===== config.mk =====
export PLATFORM = sky130hd
export DESIGN_NAME = pc_sequencer
export DESIGN_NICKNAME = d
export VERILOG_FILES = /design/src/rtl/pc_pkg.sv /design/src/rtl/pc_return_stack.sv /design/src/rtl/pc_sequencer.sv
export SDC_FILE = /design/constraint.sdc
export NUM_CORES = 1
export LEC_CHECK = 0
export BUFFER_PORTS_ARGS = -buffer_cell sky130_fd_sc_hd__clkbuf_2
export CAP_MARGIN = 20
export CELL_PAD_IN_SITES_DETAIL_PLACEMENT = 0
export CELL_PAD_IN_SITES_GLOBAL_PLACEMENT = 2
export CORE_MARGIN = 2
export CORE_UTILIZATION = 24
export CTS_CLUSTER_DIAMETER = 40
export CTS_CLUSTER_SIZE = 12
export DETAILED_ROUTE_END_ITERATION = 12
export HOLD_SLACK_MARGIN = 0.12
export PLACE_DENSITY_LB_ADDON = 0.15
export SETUP_SLACK_MARGIN = 0.5
export SLEW_MARGIN = 40
export SYNTH_ARGS = -nofsm -noshare
export SYNTH_HDL_FRONTEND = slang
export SYNTH_SLANG_ARGS = --single-unit

===== constraint.sdc =====
create_clock -name clk -period 2 [get_ports clk]
set_input_delay 0.2 -clock clk [delete_from_list [all_inputs] [get_ports clk]]
set_output_delay 0.2 -clock clk [all_outputs]
set_load 0.005 [all_outputs]

===== src/rtl/pc_pkg.sv =====
// Shared types and helpers for the program-counter sequencer: op encoding,
// command priority order and a constant clog2 for sizing the stack pointer.
package pc_pkg;

  typedef enum logic [2:0] {
    OP_HOLD   = 3'd0,
    OP_INC    = 3'd1,
    OP_BRANCH = 3'd2,
    OP_LOAD   = 3'd3,
    OP_CALL   = 3'd4,
    OP_RET    = 3'd5
  } pc_op_e;

  localparam int NUM_CMDS = 5;

  // Lowest priority in the least significant slot; later slots override earlier ones.
  localparam logic [3*NUM_CMDS-1:0] OP_PRIORITY = {OP_RET, OP_CALL, OP_LOAD, OP_BRANCH, OP_INC};

  function automatic int clog2(input int value);
    int result;
    int v;
    result = 0;
    v = value - 1;
    while (v > 0) begin
      result = result + 1;
      v = v >> 1;
    end
    return result;
  endfunction

  // req is indexed by pc_op_e value; bit 0 (OP_HOLD) is ignored.
  function automatic pc_op_e pc_select_op(input logic [5:0] req);
    pc_op_e sel;
    pc_op_e cand;
    sel = OP_HOLD;
    for (int i = 0; i < NUM_CMDS; i++) begin
      cand = pc_op_e'(OP_PRIORITY[3*i +: 3]);
      if (req[cand]) sel = cand;
    end
    return sel;
  endfunction

endpackage


===== src/rtl/pc_return_stack.sv =====
// Register-array LIFO holding return addresses for call/ret.
// Push and pop are ignored when the stack is full or empty respectively.
module pc_return_stack
  import pc_pkg::*;
#(
  parameter int ADDR_W      = 8,
  parameter int STACK_DEPTH = 4
) (
  input  logic                          clk,
  input  logic                          reset_n,
  input  logic                          push,
  input  logic                          pop,
  input  logic [ADDR_W-1:0]             push_data,
  output logic [ADDR_W-1:0]             top,
  output logic [clog2(STACK_DEPTH):0]   sp,
  output logic                          full,
  output logic                          empty
);

  localparam int PTR_W = clog2(STACK_DEPTH);
  localparam int SP_W  = PTR_W + 1;

  logic [ADDR_W-1:0] mem [STACK_DEPTH];
  logic [SP_W-1:0]   sp_m1;

  assign full  = (sp == SP_W'(STACK_DEPTH));
  assign empty = (sp == '0);
  assign sp_m1 = sp - SP_W'(1);
  assign top   = mem[sp_m1[PTR_W-1:0]];

  // NOTE: sequential state uses non-blocking assignments so every register
  // samples pre-edge values regardless of block ordering.
  always_ff @(posedge clk) begin
    if (!reset_n) begin
      sp <= '0;
    end else if (push && !full) begin
      sp <= sp + SP_W'(1);
    end else if (pop && !empty) begin
      sp <= sp_m1;
    end
  end

  // NOTE: the storage array carries no reset; contents are meaningless
  // while sp says they are unoccupied, so resetting them only costs logic.
  always_ff @(posedge clk) begin
    if (push && !full) begin
      mem[sp[PTR_W-1:0]] <= push_data;
    end
  end

endmodule


===== src/rtl/pc_sequencer.sv =====
// Fetch-stage program counter with stall, relative branch and call/return.
// Optional build macro PC_STACK_TRAP_EN redirects stack over/underflow to TRAP_ADDR.
module pc_sequencer
  import pc_pkg::*;
#(
  parameter int                       ADDR_W      = 8,
  parameter int                       STACK_DEPTH = 4,
  parameter logic [ADDR_W-1:0]        RESET_ADDR  = '0,
  parameter logic [ADDR_W-1:0]        TRAP_ADDR   = '1
) (
  input  logic                        clk,
  input  logic                        reset_n,
  input  logic                        stall,
  input  logic                        inc,
  input  logic                        load,
  input  logic                        branch,
  input  logic                        call,
  input  logic                        ret,
  input  logic [ADDR_W-1:0]           target,
  input  logic [ADDR_W-1:0]           offset,
  input  logic                        clr_err,
  output logic [ADDR_W-1:0]           addr_out,
  output logic [clog2(STACK_DEPTH):0] sp,
  output logic                        stack_full,
  output logic                        stack_empty,
  output logic                        ovf_err,
  output logic                        unf_err
);

  logic [5:0]        req;
  pc_op_e            op;
  logic [ADDR_W-1:0] pc_next;
  logic [ADDR_W-1:0] pc_plus1;
  logic [ADDR_W-1:0] stack_top;
  logic              push;
  logic              pop;
  logic              ovf_set;
  logic              unf_set;

  assign req      = {ret, call, load, branch, inc, 1'b0};
  assign op       = pc_select_op(req);
  assign pc_plus1 = addr_out + ADDR_W'(1);

`ifdef PC_STACK_TRAP_EN
  localparam logic [ADDR_W-1:0] ERR_ADDR_SEL = TRAP_ADDR;
`else
  logic unused_trap_addr;
  assign unused_trap_addr = ^TRAP_ADDR;
`endif

  // NOTE: every output of this block gets a default first so no path
  // through the case leaves a signal unassigned and infers a latch.
  always_comb begin
    pc_next = addr_out;
    push    = 1'b0;
    pop     = 1'b0;
    ovf_set = 1'b0;
    unf_set = 1'b0;
    if (!stall) begin
      case (op)
        OP_INC:    pc_next = pc_plus1;
        OP_LOAD:   pc_next = target;
        OP_BRANCH: pc_next = addr_out + offset;
        OP_CALL: begin
          if (stack_full) begin
            ovf_set = 1'b1;
`ifdef PC_STACK_TRAP_EN
            pc_next = ERR_ADDR_SEL;
`else
            pc_next = pc_plus1;
`endif
          end else begin
            push    = 1'b1;
            pc_next = target;
          end
        end
        OP_RET: begin
          if (stack_empty) begin
            unf_set = 1'b1;
`ifdef PC_STACK_TRAP_EN
            pc_next = ERR_ADDR_SEL;
`else
            pc_next = pc_plus1;
`endif
          end else begin
            pop     = 1'b1;
            pc_next = stack_top;
          end
        end
        default:   pc_next = addr_out;
      endcase
    end
  end

  // A new error in the same cycle as clr_err wins over the clear.
  always_ff @(posedge clk) begin
    if (!reset_n) begin
      addr_out <= RESET_ADDR;
      ovf_err  <= 1'b0;
      unf_err  <= 1'b0;
    end else begin
      addr_out <= pc_next;
      ovf_err  <= ovf_set | (ovf_err & ~clr_err);
      unf_err  <= unf_set | (unf_err & ~clr_err);
    end
  end

  pc_return_stack #(
    .ADDR_W      (ADDR_W),
    .STACK_DEPTH (STACK_DEPTH)
  ) u_stack (
    .clk       (clk),
    .reset_n   (reset_n),
    .push      (push),
    .pop       (pop),
    .push_data (pc_plus1),
    .top       (stack_top),
    .sp        (sp),
    .full      (stack_full),
    .empty     (stack_empty)
  );

endmodule


# After elaboration in Yosys (flattened, before gate mapping)
# Memories as Yosys holds them, arrays and structs flattened.
# Cells that the tools add are included.
classes:
  n_eq_ne: 6
  n_addsub: 4
  bitwise_logic: 6
  n_mux: 24
  n_reduce_logical: 8
ops:
  columns: ["op", "count"]
  rows:
  - ["$pmux W8 S5", 1]
  - ["$mux W3", 6]
  - ["$mux W8", 2]
  - ["$mux W1", 15]
  - ["$eq A3 B3 Y1 const B", 3]
  - ["$add A8 B1 Y8 const B", 1]
  - ["$add A8 B8 Y8", 1]
  - ["$eq A3 B2 Y1 const B", 2]
  - ["$reduce_bool A5 Y1", 1]
  - ["$add A3 B1 Y3 const B", 1]
  - ["$eq A3 B1 Y1 const B", 1]
  - ["$logic_not A3 Y1", 1]
  - ["$sub A3 B1 Y3 const B", 1]
  - ["$and A1 B1 Y1", 2]
  - ["$logic_and A1 B1 Y1", 2]
  - ["$logic_not A1 Y1", 2]
  - ["$not A1 Y1", 2]
  - ["$or A1 B1 Y1", 2]
  - ["$reduce_and A2 Y1", 1]
  - ["$reduce_bool A2 Y1", 1]
totals:
  mem_bits_rw: 32
  ff_bits: 13
  in_bits: 25
  elab_cells: 53
  out_inout_bits: 15
  n_memories: 1
memory_table:
  columns: ["name", "words", "word_bits", "read_ports", "rd_ports_with_merged_regs", "write_ports", "line", "rtl"]
  rows:
  - ["u_stack.mem", 4, 8, 1, 0, 1, "pc_return_stack.sv:23", "logic [ADDR_W-1:0] mem [STACK_DEPTH];"]

# Logic depth before layout (Yosys ltp)
depth:
  word_depth: 11
  mapped_depth: 9
  ltp_nobuf: 7

# Cells and area by module
# From an unflattened synthesis, not the netlist that was laid out.
hier_totals:
  hier_cells: 200
  hier_area_um2: 2468.6
modules_own_cells:
  columns: ["mod", "n_inst", "seq_area_each_um2", "area_each_um2", "cells_each"]
  rows:
  - ["pc_return_stack", 1, 1021.0, 1453.9, 76]
  - ["pc_sequencer", 1, 200.2, 1014.7, 124]

# Worst setup path before layout
# No wires, ideal clock.
synth_timing:
  kind: "register -> register"
  start: "register u_stack.sp[0]"
  end: "register addr_out[7]"
  setup_time_ns: 0.124
  t_required_ns: 1.876
  synth_period_minus_slack_ns: 2.191
  path_stages_with_launch: 9
  path_buffers: 2
  setup_slack_ns: -0.191
  arrival_time_ns: 2.068
  path_cell_list: "dfxtp_1 > buf_6 > inv_1 > ha_1 > clkbuf_1 > mux4_2 > a221o_1 > a21oi_1 > o22ai_1"
synth_between:
  elab_chain_len: 4
  word_cells_on_any_way: 7
  classes_between: "add/sub: 1; eq/ne: 1; mux: 3; reduce/logical: 1; memory: 1"
synth_rtl:
  columns: ["item", "line", "rtl"]
  rows:
  - ["start, declared", "pc_return_stack.sv:15", "output logic [clog2(STACK_DEPTH):0] sp,"]
  - ["start signal, assigned", "pc_return_stack.sv:37", "sp <= sp + SP_W'(1);"]
  - ["start signal, assigned", "pc_return_stack.sv:39", "sp <= sp_m1;"]
  - ["$sub A3 B1 Y3", "pc_return_stack.sv:28", "assign sp_m1 = sp - SP_W'(1);"]
  - ["$mem_v2 Z4 W8", null, null]
  - ["$mux W8", "pc_sequencer.sv:78", "if (stack_empty) begin"]
  - ["$pmux W8 S5 *", "pc_sequencer.sv:60", "case (op)"]
  - ["end signal, assigned", "pc_sequencer.sv:102", "addr_out <= pc_next;"]
  - ["end, declared", "pc_sequencer.sv:22", "output logic [ADDR_W-1:0] addr_out,"]
# Every way passes the cells marked *; elsewhere a longest branch is shown, timed or not.
# A chain may end at the register's enable or synchronous reset.

# Worst setup path in the final report
layout_timing:
  start: "register u_stack.sp[0]"
  end: "register addr_out[0]"
# The elaborated chain is that of the path after synthesis.

==> flow_metrics.py <==
metrics = {
    "synth": {
        "dominantRegCellSynth": "sky130_fd_sc_hd__edfxtp_1",
        "synth_seq_area_share_pct": 50.4,
        "post_synth.cell_area_avg_um2": 12.9,
        "post_synth_inst_count": 188,
        "netlist_area_um2": 2420,
        "yosysUniqueCellTypes": 50,
        "synth_nets": 227,
        "synth-edff-count": 32,
        "synth.ff_latch_count": 45,
        "synth-async-reset-ratio_pct": 0,
        "yosys_synthesis_warning_count": 0,
    },
    "timing": {
        "setup-tns-final_ns": 0,
        "timing.slew.headroom_pct": 65.0,
        "setup_viol": 0,
        "timing_hold_violations_final": 0,
        "hold_slack_ns": 0.117,
        "worstMarginPinSlew_ns": 0.526,
        "skew_ns": 0.00976,
        "setup_repair_after_global_routing_missed_its_margin": "yes",
        "final_max_slew_viol_count": 0,
        "period_share_pct": 87.2,
        "layout_min_cycle_time_ns": 1.74,
        "max_freq_mhz": 574,
    },
    "pwr": {
        "p_per_area_nw_per_um2": 794,
        "vdd_ir_drop_max_v": 0.000342,
        "power.leakage_nw": 1.28,
    },
    "drt": {
        "via_count": 1802,
        "route.final.wire_length_um": 6900,
        "detail-route-antenna-nets": 0,
        "route.detailed.drc": 0,
        "detailed_route_iter0_violations": 71,
        "drt_pre_antenna_iters": 4,
        "routed_wire_length_per_instance_um": 17.7,
        "viasPerCell": 4.61,
    },
    "global_routing": {
        "first_global_vias": 1948,
        "antenna_found_initial": 0,
        "grt_busiest_layer": "met2",
        "groute.usage.overall_pct": 12.9,
        "met1_usage_pct": 17.6,
        "grtUsageMet3_pct": 2.63,
        "globalRoute.totalOverflow": 0,
        "grt_max_degree": 16,
        "grt_first_pass_wirelength_um": 10800,
        "groute.layer.met2.usage_pct": 21.3,
    },
    "setup_path": {
        "crit_path_arrival_time_ns": 1.94,
        "number_of_cells_on_the_worst_reg_to_reg_path": 7,
        "worst_ep_required_time_ns": 2.19,
        "critPathCaptureType": "flip-flop",
        "timing.rr.end": "addr_out[0]",
        "worst-setup-path-type": "reg -> reg",
        "cp-start-kind": "flip-flop",
        "timing.rr.start": "u_stack.sp[0]",
        "crit_path_max_fanout": 6,
        "regToRegSetupSlack_ns": 0.26,
    },
    "die": {
        "dieArea_um2": 10900,
        "start_util_pct": 24.8,
        "chip_width_um": 105,
        "ios": 40,
        "floorplan.die.height_um": 105,
        "placeable_core_region_um2": 9770,
        "fp_rows": 36,
    },
    "place": {
        "dpl.hpwl_um": 5000,
        "gp_routability_congestion": 0.707,
        "numPortBuffers": 39,
    },
    "min_path": {
        "worst_hold_path.num_cells": 3,
        "timing.hold.worst.class": "in -> reg",
        "hold_path_startpoint": "target[3]",
        "hold-path-endpoint": "addr_out[3]",
    },
    "clock_tree": {
        "clock_sink_count": 45,
        "clock_tree.htree_level_count": 2,
        "cts_tree": "built",
        "cts_made_buffers": 5,
        "cts.reportedPaths.clkPinSlew_ns": 0.09,
        "cts.path.max_buffers": 2,
        "ctsRootBufferMaster": "sky130_fd_sc_hd__clkbuf_8",
        "clk_latency_ns": 0.31,
        "cts.hold.buffers_added": 0,
    },
    "final_layout": {
        "fraction_of_layout_cells_with_a_size_suffix_above_1_pct": 51.6,
        "fillCellCount": 1004,
        "syn_to_final_growth_pct": 36.5,
        "multi_input_area_um2": 1350,
        "num_antenna_cells": 0,
        "final_net_count": 296,
        "final-seq-area_um2": 1230,
    },
    "run": {
        "drv_cap": 0,
    },
    "outcome": {
        "run_status": "complete, no violations",
    },
}
## Yosys cell counts, types with 2 or more instances
| cell type | count | area (µm²) |
|---|---|---|
| sky130_fd_sc_hd__a31oi_1 | 2 | 12.5 |
| sky130_fd_sc_hd__a32oi_1 | 4 | 35.0 |
| sky130_fd_sc_hd__and3_1 | 3 | 18.8 |
| sky130_fd_sc_hd__edfxtp_1 | 32 | 961 |
| sky130_fd_sc_hd__o21bai_1 | 2 | 15.0 |
| sky130_fd_sc_hd__xor2_1 | 5 | 43.8 |
| sky130_fd_sc_hd__nand2_1 | 6 | 22.5 |
| sky130_fd_sc_hd__a221oi_1 | 5 | 43.8 |
| sky130_fd_sc_hd__a211oi_1 | 3 | 22.5 |
| sky130_fd_sc_hd__a21oi_1 | 10 | 50.1 |
| sky130_fd_sc_hd__a221oi_2 | 2 | 30.0 |
| sky130_fd_sc_hd__o21ai_0 | 6 | 30.0 |
| sky130_fd_sc_hd__o31a_1 | 2 | 17.5 |
| sky130_fd_sc_hd__xnor2_1 | 8 | 70.1 |
| sky130_fd_sc_hd__inv_1 | 7 | 26.3 |
| sky130_fd_sc_hd__a21oi_2 | 4 | 35.0 |
| sky130_fd_sc_hd__a22o_1 | 3 | 26.3 |
| sky130_fd_sc_hd__o21ai_1 | 4 | 20.0 |
| sky130_fd_sc_hd__and2_1 | 5 | 31.3 |
| sky130_fd_sc_hd__ha_1 | 13 | 163 |
| sky130_fd_sc_hd__nand3_1 | 5 | 25.0 |
| sky130_fd_sc_hd__mux4_2 | 8 | 180 |
| sky130_fd_sc_hd__dfxtp_1 | 13 | 260 |
| sky130_fd_sc_hd__nor2_1 | 9 | 33.8 |
| sky130_fd_sc_hd__a21o_1 | 2 | 15.0 |
## worst max path at each step
stage                       start          end  slack, ns  cells after the start
finish              u_stack.sp[0]  addr_out[0]       0.26                      7
global route        u_stack.sp[0]  addr_out[0]       0.16                      7
CTS                   addr_out[0]  addr_out[2]       0.23                      6
global placement    u_stack.sp[1]  addr_out[7]       0.11                      6
floorplan           u_stack.sp[0]  addr_out[7]       0.21                      8
detailed placement  u_stack.sp[1]  addr_out[7]       0.09                      6
## where the power goes
| part | internal, mW | switching (mW) | total (mW) |
|---|---|---|---|
| sequential | 1.06 | 0.0405 | 1.10 |
| combinational | 0.410 | 0.409 | 0.818 |
| clock | 0.375 | 0.340 | 0.715 |
| total | 1.84 | 0.790 | 2.63 |
## through the flow
step	total power, mW	util (%)	worst slack (ns)	instances	cell area [µm²]
3_5_place_dp	1.79	30.2	0.0883	367	2950
3_3_place_gp	1.80	30.2	0.112	367	2950
5_1_grt	2.75	33.9	0.162	391	3310
6_report	2.63	33.9	0.256	391	3310
4_1_cts	2.59	32.7	0.233	384	3190
2_1_floorplan	1.58	-	0.206	188	2560
## sequential cells by signal (all words and copies together) (netlist names)
name / flops
u_stack.mem: 32
addr_out: 8
u_stack.sp: 3
ovf_err: 1
unf_err: 1
## area by class of cell
class,count,share of cell area (%)
Inverter,8,1.13
Sequential cell,45,37.3
Timing Repair Buffer,65,12.4
Clock buffer,5,2.08
Multi-Input combinational cell,132,40.8
Clock inverter,3,1.32
Tap cell,133,5.03
## kinds of logic (layout without fill, tap and decap cells)
logic type / count (synthesis) / count (layout) / synth area share [%]
xor gates and xnor gates: 13 / 13 / 4.70
AOI/OAI and AO/OA: 57 / 57 / 18.5
adders and majority gates: 14 / 14 / 7.53
buffers and inverters: 12 / 81 / 2.37
muxes: 9 / 9 / 7.84
and+or+nand+nor: 38 / 39 / 8.67
DFF: 45 / 45 / 50.4
## per-layer routing
layer	wire [µm]	part of all wire (%)
met5	0	0
met4	53	0.77
met3	256	3.7
met2	3260	47
met1	3330	48
## layout by cell type, fill, tap and decap left out, types with 2 or more instances in the layout
cell and count:
sky130_fd_sc_hd__clkbuf_2 39, sky130_fd_sc_hd__edfxtp_1 32, sky130_fd_sc_hd__buf_4 23, sky130_fd_sc_hd__ha_1 10
sky130_fd_sc_hd__nor2_1 8, sky130_fd_sc_hd__mux4_2 8, sky130_fd_sc_hd__a21oi_1 7, sky130_fd_sc_hd__a221oi_2 7
sky130_fd_sc_hd__dfxtp_2 7, sky130_fd_sc_hd__xnor2_1 6, sky130_fd_sc_hd__nand2_1 6, sky130_fd_sc_hd__o21ai_0 6
sky130_fd_sc_hd__inv_1 5, sky130_fd_sc_hd__and2_4 5, sky130_fd_sc_hd__a21oi_2 5, sky130_fd_sc_hd__dfxtp_1 5
sky130_fd_sc_hd__clkbuf_8 5, sky130_fd_sc_hd__nand3_1 4, sky130_fd_sc_hd__o21ai_1 4, sky130_fd_sc_hd__xor2_1 3
sky130_fd_sc_hd__a32oi_1 3, sky130_fd_sc_hd__a22o_1 3, sky130_fd_sc_hd__and3_1 2, sky130_fd_sc_hd__xor2_2 2
sky130_fd_sc_hd__a21oi_4 2, sky130_fd_sc_hd__a211oi_2 2, sky130_fd_sc_hd__a21o_1 2, sky130_fd_sc_hd__a31oi_1 2
sky130_fd_sc_hd__o21bai_1 2, sky130_fd_sc_hd__o31a_1 2, sky130_fd_sc_hd__ha_4 2, sky130_fd_sc_hd__buf_6 2
## what timing repair did
item	4_1_cts	5_1_grt
endpoints found under the setup margin	44	22
gates cloned	0	1
gates resized for setup	16	14
pin swaps	12	7
buffers inserted	9	6
## worst max-delay path: stages, from the launching register on
cell and delay [ns]:
sky130_fd_sc_hd__dfxtp_4 0.40, sky130_fd_sc_hd__inv_8 0.04, sky130_fd_sc_hd__ha_4 0.31, sky130_fd_sc_hd__buf_6 0.13, sky130_fd_sc_hd__mux4_2 0.30, sky130_fd_sc_hd__a22o_1 0.20, sky130_fd_sc_hd__a221oi_2 0.18, sky130_fd_sc_hd__a21oi_1 0.09
Power figures use the tool's default switching activity.
